==> src/rtl/tiny16_pkg.sv <==
// Shared constants for the tiny16 core: data width, select width and the
// fixed register roles used by both the controller and reg_file.
package tiny16_pkg;

  localparam int unsigned WIDTH = 16;
  localparam int unsigned SEL_W = 3;

  localparam logic [SEL_W-1:0] REG_PC   = 3'd0;
  localparam logic [SEL_W-1:0] REG_LINK = 3'd1;
  localparam logic [SEL_W-1:0] REG_TMP  = 3'd7;

endpackage : tiny16_pkg

==> src/rtl/reg_file.sv <==
// reg_file: eight-entry general register file (r0 = PC, r1 = link,
// r7 = scratch).
// Ports:
//   clk, rst          clock, asynchronous active-high reset
//   src_sel, dst_sel  read port A / bus / copy source, read port B / write target
//   in_en             write regs[dst_sel]; the data is regs[src_sel] when
//                     out_en is high, otherwise bus_in
//   out_en            drive regs[src_sel] onto bus_out
//   pc_inc            r0 <= r0 + 1 (a write to r0 in the same cycle wins)
//   bus_in            write data from the shared bus
//   bus_out           regs[src_sel] when out_en is high, else 0
//   bus_out_valid     equals out_en
//   src_data          regs[src_sel], combinational
//   dst_data          regs[dst_sel], combinational
//   pc                regs[0], combinational
module reg_file
  import tiny16_pkg::SEL_W;
  import tiny16_pkg::REG_PC;
#(
  parameter int unsigned           WIDTH    = tiny16_pkg::WIDTH,
  parameter int unsigned           NREGS    = 8,
  parameter logic [WIDTH-1:0]      RESET_PC = '0
) (
  input  logic             clk,
  input  logic             rst,
  input  logic [SEL_W-1:0] src_sel,
  input  logic [SEL_W-1:0] dst_sel,
  input  logic             in_en,
  input  logic             out_en,
  input  logic             pc_inc,
  input  logic [WIDTH-1:0] bus_in,
  output logic [WIDTH-1:0] bus_out,
  output logic             bus_out_valid,
  output logic [WIDTH-1:0] src_data,
  output logic [WIDTH-1:0] dst_data,
  output logic [WIDTH-1:0] pc
);

  logic [WIDTH-1:0] regs_q [NREGS];
  logic [WIDTH-1:0] regs_d [NREGS];
  logic [WIDTH-1:0] wr_data;

  // Read muxes: purely combinational, no write-through bypass.
  always_comb begin
    src_data      = regs_q[src_sel];
    dst_data      = regs_q[dst_sel];
    pc            = regs_q[REG_PC];
    bus_out_valid = out_en;
    bus_out       = out_en ? regs_q[src_sel] : '0;
  end

  // Next state: increment first, then the write so a write to r0 beats pc_inc.
  // Copy data comes from regs_q, so src == dst is a harmless self-write and
  // JSR captures the pre-increment PC.
  always_comb begin
    regs_d  = regs_q;
    wr_data = out_en ? regs_q[src_sel] : bus_in;
    if (pc_inc) begin
      regs_d[REG_PC] = regs_q[REG_PC] + WIDTH'(1);
    end
    if (in_en) begin
      regs_d[dst_sel] = wr_data;
    end
  end

  // Register array with asynchronous reset.
  always_ff @(posedge clk or posedge rst) begin
    if (rst) begin
      for (int i = 0; i < int'(NREGS); i++) begin
        regs_q[i] <= '0;
      end
      regs_q[REG_PC] <= RESET_PC;
    end else begin
      regs_q <= regs_d;
    end
  end

endmodule : reg_file

==> config.mk <==
export PLATFORM = sky130hd
export DESIGN_NAME = reg_file
export DESIGN_NICKNAME = d
export VERILOG_FILES = /design/src/rtl/tiny16_pkg.sv /design/src/rtl/reg_file.sv
export SDC_FILE = /design/constraint.sdc
export NUM_CORES = 1
export LEC_CHECK = 0
export BUFFER_PORTS_ARGS = -buffer_cell sky130_fd_sc_hd__buf_2
export CORE_ASPECT_RATIO = 1.4
export CORE_MARGIN = 8
export CORE_UTILIZATION = 30
export DETAILED_ROUTE_END_ITERATION = 8
export PLACE_DENSITY = 0.51
export SYNTH_ARGS = -nofsm -noshare
export SYNTH_HDL_FRONTEND = slang
export SYNTH_SLANG_ARGS = --single-unit
==> constraint.sdc <==
create_clock -name clk -period 5.7 [get_ports clk]
set_input_delay 1.71 -clock clk [delete_from_list [all_inputs] [get_ports clk]]
set_output_delay 1.71 -clock clk [all_outputs]
set_load 0.1 [all_outputs]
### After elaboration in Yosys (flattened, before gate mapping)

Cells that the tools add are included.

* register bits after elaboration: 128
* logic and storage cells: 28

* reductions and logical operators: 1
* muxes and demuxes: 13
* order comparisons: 3
* add/subtract/negate cells: 1
* bitwise operators: 2

Operators by type and width (count)
* bitwise mux 128 bit: 1
* two-way mux 128 bit: 1
* two-way mux 16 bit: 8
* binary-select mux 16 bit (select 3 bit): 2
* demux 16 bit (select 3 bit): 1
* adder 16 x 1 -> 16 bit, second input constant: 1
* >= comparator 4 bit, second input constant: 2
* NOT 3 -> 4 bit: 2
* < comparator 4 x 1 -> 1 bit, second input constant: 1
* logical AND 1 bit: 1

### Longest topological paths before layout

* depth in word-level cells: 7
* gate-level depth with buffers: 7
* mapped depth without buffers: 5

### Worst setup path after synthesis

OpenSTA, ideal clock, no wires.

* path kind: input -> output
* start: in src_sel[0]
* end: out bus_out[10]
* path slack: 0.636 ns
* data arrival time: 3.354 ns
* data required time: 3.990 ns
* stages: 6
* path through: buf_4 buf_12 buf_8 mux2i_1 a22oi_1 and3_1

* longest elaborated chain between the ends: 5

RTL lines
* start: declaration: RTL line reg_file.sv:26 `input logic [SEL_W-1:0] src_sel,`
* NOT 3 -> 4 bit (not written as such): RTL line reg_file.sv:49 `bus_out = out_en ? regs_q[src_sel] : '0;`
* binary-select mux 16 bit (select 3 bit): RTL line reg_file.sv:49
* two-way mux 16 bit (not written as such) (2 in series): RTL line reg_file.sv:49
* two-way mux 16 bit: RTL line reg_file.sv:49
* end: declaration: RTL line reg_file.sv:32 `output logic [WIDTH-1:0] bus_out,`

No other way between the ends. The select of a mux whose other input is x is not followed.

### Worst setup path after layout

* start: in src_sel[1]
* end: out bus_out[10]

Same word-level chain as after synthesis.

==> out/qor.yml <==
status:
  status: "finished clean"
placement:
  dpl_cell_area_um2: 8510
  post-place-ws_ps: 393
  dp_hpwl_mm: 15.9
  portBuffers: 91
  placedCellCount: 1078
  gp_congestion: 0.738
global_route:
  grt_pass1_vias: 5816
  grt_max_degree: 129
  grt_usage_pct: 14.9
  grt_pass1_wl_mm: 34.8
  antenna_found_initial: 0
  overflow: 0
cells_and_area:
  drive_above_1_share_pct: 30.0
  stdcell_count: 1110
  final_cell_mix: "128 x dfrtp_1, 119 x a21oi_1, 118 x nor2_1"
  syn2layout_area_growth_pct: 20.3
  fin_area_um2: 9190
  final_nets: 806
  utilization_pct: 36.4
  layout_commonest_cell: "dfrtp_1"
  n_antenna_cell: 0
sta:
  clock.fmax_mhz: 190
  finalSetupTns_ps: 0
  timing.hold.ws_ps: 549
  period_needed_ps: 5260
  finClkSkew_ps: 9.30
  setup_slack_ps: 440
  finalHoldViolations: 0
  drv_slew: 0
  worst_pin_slew_ps: 1000
  setup_viol_count_final: 0
  rsz0062_at_grt: "false"
  post-route-period-util_pct: 92.3
  slew_headroom_pct: 33.2
routing:
  wire_per_inst_um: 20.3
  vias: 5644
  routed_wl_mm: 22.6
  vias_per_cell: 5.08
  drc_errors: 0
  firstDrtPassIters: 4
  drt_iter0_markers: 386
  ant_nets: 0
clock_network:
  ctsHoldBuffers: 0
  cts_sinks: 128
  cts_tree: "done"
  htreeDepth: 4
  cts_resized: 0
  clockBufferDepth: 2
  cts_inserted_buffers: 17
  cts_root_buf: "clkbuf_16"
  clock_latency_ps: 420
  cts_setup_buffers: 0
  path_clk_slew_ps: 60
power:
  p_per_area_nw_per_um2: 515
  power.leakage_nw: 3.75
  power.total_mw: 4.73
  ir_drop_uv: 257
logic_synthesis:
  syn_area_per_cell_um2: 10.7
  synth-seq-cells: 128
  synth_seq_area_share_pct: 42.0
  synthesis.nets: 744
  ys_warn_count: 0
  synth_area_um2: 7630
  synthesis.instances: 716
  yosysUniqueCellTypes: 37
min_path:
  min_path_type: "register to register"
critical_path:
  path_class: "input pin to output pin"
  cp_max_fo: 14
  worstPathArrival_ps: 3550
  endpoint_kind: "output pin"
  crit_required_ps: 3990
  startpoint_type: "input pin"
floorplan:
  start_util_pct: 30.3
  num_rows: 69
  core_area_um2: 25200
  fp.dieW_um: 151
  pin_count: 92
  die_area_um2: 30900
  chipHeight_um: 205
flow_run:
  maxCapViolations: 0
[path summary, 6_finish.rpt]
kind                                      start                    endpoint  slack [ps]  depth (start not counted)
worst max-delay path                 src_sel[1]                 bus_out[10]         440                          5
worst max register to register  pc[0]$_DFF_PP0_            pc[14]$_DFF_PP0_        3740                          5
worst min-delay path                   register                    register         550                          2
min in group asynchronous                   rst  asynchronous set/reset pin        1410                          3
max in group asynchronous                   rst  asynchronous set/reset pin        3660                          3
worst min register to register         register                    register         550                          2
[layout make-up]
class / instances / area, um^2
Inverter: 4 / 17.5
Clock inverter: 10 / 205
Sequential cell: 128 / 3200
Tap cell: 319 / 399
Multi-Input combinational cell: 514 / 4010
Clock buffer: 22 / 474
Timing Repair Buffer: 113 / 881
Fill cell: 2512 / 16000
[routing by layer]
layer / share of wire [%] / track usage (%)
met5: 0 / 0
met4: 1.1 / 4.25
met3: 4.4 / 3.18
met2: 52 / 25.6
met1: 42 / 18.4
[logic make-up after synthesis]
family                     count (synthesis)  synth area share [%]
AOI/OAI and AO/OA                        170                  16.1
xor gates and xnor gates                  13                  1.49
adders and majority gates                  1                 0.164
buffers and inverters                     74                  5.90
DFF                                      128                  42.0
muxes                                    122                  21.5
and+or+nand+nor                          208                  12.8
[critical path: stages]
cell     delay [ps]
buf_2           230
nor2b_1         770
a22oi_1         350
and3_1          300
buf_12          170
[Yosys cell counts]
library cell / n / area share, %
ha_1: 1 / 0.16
clkbuf_4: 1 / 0.098
a31oi_2: 7 / 1.1
buf_6: 5 / 0.74
a211oi_1: 1 / 0.098
and3_1: 16 / 1.3
nor4_1: 6 / 0.49
a21o_1: 1 / 0.098
nor2b_1: 20 / 1.6
and2b_1: 1 / 0.098
a31oi_4: 9 / 2.5
inv_1: 4 / 0.20
buf_8: 1 / 0.20
xor2_1: 1 / 0.11
nand2b_1: 3 / 0.25
clkbuf_1: 23 / 1.1
dfrtp_1: 128 / 42
buf_12: 1 / 0.26
nor2_1: 124 / 6.1
mux2_2: 16 / 2.4
clkbuf_2: 1 / 0.066
nand4_1: 4 / 0.33
a21oi_1: 119 / 7.8
nand4_2: 1 / 0.16
mux4_2: 32 / 9.4
and2_1: 18 / 1.5
mux2i_1: 74 / 9.7
buf_4: 22 / 2.2
xnor2_1: 12 / 1.4
buf_2: 16 / 1.0
nor3_1: 6 / 0.39
o21a_1: 1 / 0.098
nand2_1: 5 / 0.25
a22oi_2: 19 / 3.1
nand3_1: 3 / 0.20
nor2_4: 1 / 0.15
a22oi_1: 13 / 1.3
[where the power goes]
| group | switching, mW | total, mW | internal, mW |
|---|---|---|---|
| combinational | 1.48 | 2.06 | 0.579 |
| clock | 0.409 | 1.26 | 0.854 |
| sequential | 0.259 | 1.41 | 1.15 |
Note: power is estimated with default switching activity, not from simulation.
